### config.mk
export PLATFORM = sky130hd
export DESIGN_NAME = digest_stream
export DESIGN_NICKNAME = d
export VERILOG_FILES = /design/src/rtl/sha3_pkg.sv /design/src/rtl/digest_stream.sv
export SDC_FILE = /design/constraint.sdc
export NUM_CORES = 1
export LEC_CHECK = 0
export CORE_AREA = 10 10 635 637
export CTS_CLUSTER_DIAMETER = 100
export DETAILED_ROUTE_END_ITERATION = 12
export DIE_AREA = 0 0 645 647
export PLACE_DENSITY = 0.3
export SYNTH_ARGS = -nofsm -noshare
export SYNTH_HDL_FRONTEND = slang
export SYNTH_SLANG_ARGS = --single-unit
export TNS_END_PERCENT = 5
### constraint.sdc
create_clock -name clk -period 28.5 [get_ports clk]
set_input_delay 8.55 -clock clk [delete_from_list [all_inputs] [get_ports clk]]
set_output_delay 8.55 -clock clk [all_outputs]
set_load 0.01 [all_outputs]
### src/rtl/sha3_pkg.sv
// rtl/sha3_pkg.sv - shared SHA3 constants, lane addressing and digest FSM encoding
package sha3_pkg;

  localparam int LANE_W  = 64;
  localparam int STATE_W = 1600;

  typedef enum logic {
    IDLE = 1'b0,
    SEND = 1'b1
  } fsm_state_t;

  // Bit offset of lane (x,y) inside the flattened 5x5 Keccak state.
  function automatic int lane_offset(input int x, input int y);
    return (x + 5 * y) * LANE_W;
  endfunction

endpackage

### src/rtl/digest_stream.sv
// rtl/digest_stream.sv - serialises the rate lanes of a final Keccak state into
// a ready/valid stream of LANE_W-bit digest beats, lane 0 first.
module digest_stream #(
  parameter int LANE_W    = sha3_pkg::LANE_W,
  parameter int N_LANES   = 8,
  parameter int BYTE_SWAP = 0
) (
  input  logic                         clk,
  input  logic                         rst,
  input  logic [sha3_pkg::STATE_W-1:0] inData,
  input  logic                         inValid,
  output logic                         inReady,
  input  logic                         flush,
  output logic [LANE_W-1:0]            outData,
  output logic                         outValid,
  input  logic                         outReady,
  output logic                         outLast,
  output logic                         busy
);

  localparam int HOLD_W = N_LANES * LANE_W;
  localparam int CNT_W  = (N_LANES > 1) ? $clog2(N_LANES) : 1;
  localparam logic [CNT_W-1:0] LAST_CNT = CNT_W'(N_LANES - 1);

  sha3_pkg::fsm_state_t state;
  logic [CNT_W-1:0]     cnt;
  logic [HOLD_W-1:0]    hold;
  logic [LANE_W-1:0]    lanes [N_LANES];
  logic [LANE_W-1:0]    cur_lane;

  assign inReady  = (state == sha3_pkg::IDLE);
  assign busy     = (state != sha3_pkg::IDLE);
  assign outValid = (state == sha3_pkg::SEND);
  assign outLast  = (state == sha3_pkg::SEND) && (cnt == LAST_CNT);

  always_ff @(posedge clk or posedge rst) begin
    if (rst) begin
      state <= sha3_pkg::IDLE;
      cnt   <= '0;
      hold  <= '0;
    end else if (flush) begin
      state <= sha3_pkg::IDLE;
      cnt   <= '0;
    end else begin
      case (state)
        sha3_pkg::IDLE: begin
          if (inValid) begin
            hold  <= inData[HOLD_W-1:0];
            cnt   <= '0;
            state <= sha3_pkg::SEND;
          end
        end
        sha3_pkg::SEND: begin
          if (outReady) begin
            if (cnt == LAST_CNT) begin
              state <= sha3_pkg::IDLE;
              cnt   <= '0;
            end else begin
              cnt <= cnt + CNT_W'(1);
            end
          end
        end
        default: state <= sha3_pkg::IDLE;
      endcase
    end
  end

  for (genvar k = 0; k < N_LANES; k++) begin : g_lane
    assign lanes[k] = hold[k*LANE_W +: LANE_W];
  end

  assign cur_lane = lanes[cnt];

  if (BYTE_SWAP != 0) begin : g_swap
    for (genvar b = 0; b < LANE_W / 8; b++) begin : g_byte
      assign outData[8*b +: 8] = cur_lane[LANE_W-8-8*b +: 8];
    end
  end else begin : g_noswap
    assign outData = cur_lane;
  end

  // Capacity and the unused rate lanes never reach the output.
  if (HOLD_W < sha3_pkg::STATE_W) begin : g_unused
    logic unused_upper;
    assign unused_upper = ^inData[sha3_pkg::STATE_W-1:HOLD_W];
  end

endmodule

==> results by stage <==
Clock tree:
- The maximum clock insertion buffer count is 3.
- The clock-pin slew on the worst setup and hold paths is 50 ps.
- The clock latency on the worst-skew pair is 690 ps.
- The number of setup buffers added after CTS is 0.
- Counting every sink on the clock net gives 516.
- The number of CTS-inserted buffers is 75.
- The H-tree generated during clock tree synthesis spans 3 levels.
- The post-CTS resize count is 0.
- The TritonCTS clock tree is done.
- The root buffer cell chosen for the clock tree is sky130_fd_sc_hd__clkbuf_16.
- After clock tree synthesis, the flow added hold-fix buffers numbering 0.

Global route:
- The first global-routing pass estimated 156000 um of wire.
- The maximum number of pins on one net before global-route repair is 77.
- Summed over all layers, the global routing overflow is 0.
- The global routing usage summed across all routing layers is 0.0555.
- The number of global-route vias before repair is 16100.
- The initial antenna violation count is 118.

Cells and area:
- In the final layout, the multi-input gates occupy 9550 sq um.
- At the end of the flow, the number of nets in the layout was 3531.
- Of the cells placed in the final design, the portion with a size suffix greater than 1 is 0.422.
- Counting the fill cells in the layout gives 45000.
- The register area is 12900 sq um.
- The non-filler instance count after layout is 7245.
- The area growth from synthesis to layout is 63.0%.
- The utilization after layout is 0.0964.

Logic synthesis:
- Counting distinct cell types in the post-synthesis netlist gives 20.
- The Yosys warning count is 0.
- Of the synthesized area, sequential elements account for 0.558.
- The average cell area after synthesis is 17.4 sq um.
- The netlist area before placement is 23100 sq um.
- Counting every net in the synthesized netlist gives 2937.
- The cell count after synthesis is 1330.
- The synthesized design contains 516 register bits.

Route:
- The pre-antenna-repair detailed-routing pass consisted of 4 iterations.
- The count of nets left with antenna violations once routing finished came out at 0.
- The average detailed-routed wire length per instance is 16.6 um.
- Dividing the detail-routed via count by the number of cells gives 2.02.
- The wire length reported by the detailed router is 120000 um.
- After detailed routing, the number of remaining DRC violations is 0.
- After the first detailed-routing iteration, the DRC count stood at 443.
- The via count of the routed design is 14600.

STA:
- The worst pin sits at a relative slew slack of 0.241.
- The minimum period implied by the final worst setup slack is 13140 ps.
- The number of failing setup endpoints in the final timing report is 0.
- Dividing the final minimum period by the clock period gives 0.461.
- The number of endpoints with negative hold slack in the final report is 0.
- The achievable frequency is 76.1 MHz.
- The max-slew violation count is 0.
- Summed over all failing endpoints, the final setup total negative slack is 0 ps.
- Setup repair after global routing left no endpoint under its margin.
- The minimum setup slack in the final design is 15360 ps.
- For the pin with the worst max-slew slack, the measured transition is 1140 ps.
- For the final database, setup skew stands at 26.1 ps.

Floorplanning:
- The full die area is 417000 sq um.
- The number of ports placed on the die boundary is 1673.
- The initial utilization of the core area, before any placement, comes to 0.0592.
- Measured along the y axis, the die boundary spans 647 um.
- The site row count is 230.
- The floorplan step defined a core boundary enclosing 391000 sq um.
- The width of the die is 645 um.

Pwr:
- The worst vdd rail ir drop is 34.8 uV.
- Summed over all cells, the static leakage comes to 12.7 nW.
- Dividing total power by cell area gives a power density of 63.6 nW/um^2.

Hold path:
- The end point of the worst hold path is hold[106].
- Along the worst hold path, the cell count comes to 1.
- The worst hold path startpoint is hold[106].
- The worst hold path belongs to the class flip-flop to flip-flop.

Critical path:
- The worst setup path is of the flip-flop to output port kind.
- The capturing element type of the critical path is an output port.
- The setup slack of the most critical reg-to-reg path is 23950 ps.
- The terminus of the critical flop-to-flop path is hold[191].
- The required arrival time at the worst endpoint is 19950 ps.
- In this run the worst path has a maximum fanout of 34.
- The arrival time of data at the critical path endpoint is 4590 ps.
- The startpoint identified for the worst register-to-register timing path is busy.
- The number of cells on the worst reg-to-reg path is 7.
- The startpoint type of the worst setup path is a flip-flop.

Placement:
- During placement, the flow inserted port buffers numbering 584.
- At the end of routability-driven placement, the weighted congestion stood at 0.683.
- After legalization and detailed placement, the total HPWL measured 92800 um.
- The number of placed instances, taps included, is 7067.
- The minimum setup slack after placement is 15180 ps.

Run status:
- The run finished with clean final reports.

Flow run:
- The tool flagged a number of max-cap violations equal to 0.
synth_stat cells, drive strengths merged:
cell / n / area share
nor2: 1 / 0.00016
buf: 88 / 0.028
nor4b: 1 / 0.00038
ha: 2 / 0.0011
and4b: 1 / 0.00043
dfrtp: 516 / 0.56
inv: 2 / 0.00032
nor4: 1 / 0.00027
mux4: 128 / 0.13
mux2: 578 / 0.28
a21o: 1 / 0.00032
clkbuf: 6 / 0.00097
a211oi: 2 / 0.00065
nor2b: 2 / 0.00054
and2: 1 / 0.00027
worst max-delay path, stage by stage, from the launching register on:
cell and delay, ps:
sky130_fd_sc_hd__dfrtp_4 750, sky130_fd_sc_hd__buf_4 570, sky130_fd_sc_hd__buf_4 660, sky130_fd_sc_hd__mux4_2 580
sky130_fd_sc_hd__mux2_2 290, sky130_fd_sc_hd__clkdlybuf4s50_1 960
state kept, by name (all words and copies together) (netlist names):
name / cells
cnt: 3
busy: 1
hold: 512
area by class of cell:
class	count	area share
Clock buffer	116	0.0587
Sequential cell	516	0.343
Timing Repair Buffer	611	0.161
Multi-Input combinational cell	718	0.253
Clock inverter	21	0.00800
Inverter	2	0.000398
Antenna cell	41	0.00272
Tap cell	5220	0.173
how the worst max path moves through the flow:
stage / startpoint / endpoint / slack (ps) / cells past startpoint
finish: cnt[0] / outData[49] / 15360 / 5
global route: cnt[0] / outData[45] / 14830 / 5
CTS: cnt[0] / outData[45] / 15000 / 5
detailed placement: rst / hold[175] / 15180 / 7
global placement: rst / hold[170] / 15120 / 7
floorplan: rst / busy / 5540 / 1
where the power goes:
| part | leakage (nW) | internal (mW) | switching (mW) |
|---|---|---|---|
| combinational | 5.36 | 0.289 | 0.185 |
| clock | 1.21 | 0.560 | 0.411 |
| sequential | 6.08 | 0.873 | 0.0786 |
logic make-up (layout without fill, tap and decap cells):
group / Yosys count / count (layout) / synth area share
AOI/OAI and AO/OA: 3 / 3 / 0.000974
adders and majority gates: 2 / 2 / 0.00108
buffers and inverters: 96 / 750 / 0.0294
DFF: 516 / 516 / 0.558
muxes: 706 / 706 / 0.408
other: 0 / 41 / 0
and+or+nand+nor: 7 / 7 / 0.00206
layer usage:
layer	GRT usage	wire, um
met4	0.0225	4440
met5	0	669
met3	0.0369	15700
met2	0.0845	53200
met1	0.0606	46000
cells in the final DEF (no fill, tap or decap):
| master | synthesis | layout |
|---|---|---|
| sky130_fd_sc_hd__clkdlybuf4s50_1 | 0 | 584 |
| sky130_fd_sc_hd__mux2_2 | 578 | 578 |
| sky130_fd_sc_hd__dfrtp_1 | 516 | 513 |
| sky130_fd_sc_hd__mux4_2 | 114 | 114 |
| sky130_fd_sc_hd__clkbuf_16 | 0 | 75 |
| sky130_fd_sc_hd__diode_2 | 0 | 41 |
| sky130_fd_sc_hd__buf_4 | 58 | 26 |
| sky130_fd_sc_hd__clkbuf_1 | 6 | 23 |
| sky130_fd_sc_hd__clkbuf_8 | 0 | 18 |
| sky130_fd_sc_hd__mux4_1 | 14 | 14 |
| sky130_fd_sc_hd__inv_6 | 0 | 4 |
| sky130_fd_sc_hd__clkinv_2 | 0 | 4 |
| sky130_fd_sc_hd__clkinv_16 | 0 | 3 |
| sky130_fd_sc_hd__clkinvlp_4 | 0 | 3 |
| sky130_fd_sc_hd__dfrtp_4 | 0 | 3 |
| sky130_fd_sc_hd__a211oi_1 | 2 | 2 |
| sky130_fd_sc_hd__ha_1 | 2 | 2 |
| sky130_fd_sc_hd__clkinv_4 | 0 | 2 |
| sky130_fd_sc_hd__bufinv_16 | 0 | 2 |
| sky130_fd_sc_hd__inv_16 | 0 | 2 |
| sky130_fd_sc_hd__nor2b_1 | 2 | 1 |
| sky130_fd_sc_hd__nor2b_4 | 0 | 1 |
| sky130_fd_sc_hd__inv_1 | 2 | 1 |
| sky130_fd_sc_hd__and2_1 | 1 | 1 |
| sky130_fd_sc_hd__nor2_1 | 1 | 1 |
| sky130_fd_sc_hd__inv_8 | 0 | 1 |
| sky130_fd_sc_hd__and4b_1 | 1 | 1 |
| sky130_fd_sc_hd__a21o_1 | 1 | 1 |
| sky130_fd_sc_hd__nor4_1 | 1 | 1 |
| sky130_fd_sc_hd__nor4b_1 | 1 | 1 |
| sky130_fd_sc_hd__clkinv_8 | 0 | 1 |
| sky130_fd_sc_hd__buf_12 | 1 | 1 |
stage by stage:
| stage | hold WS (ps) | cell area (sq um) | total power [mW] |
|---|---|---|---|
| 2_1_floorplan | 472 | 23100 | 1.20 |
| 3_3_place_gp | 483 | 35100 | 1.46 |
| 3_5_place_dp | 489 | 35100 | 1.46 |
| 4_1_cts | 502 | 37600 | 2.49 |
| 5_1_grt | 510 | 37600 | 2.55 |
| 6_report | 497 | 37700 | 2.40 |
Note: power is estimated with default switching activity, not from simulation.
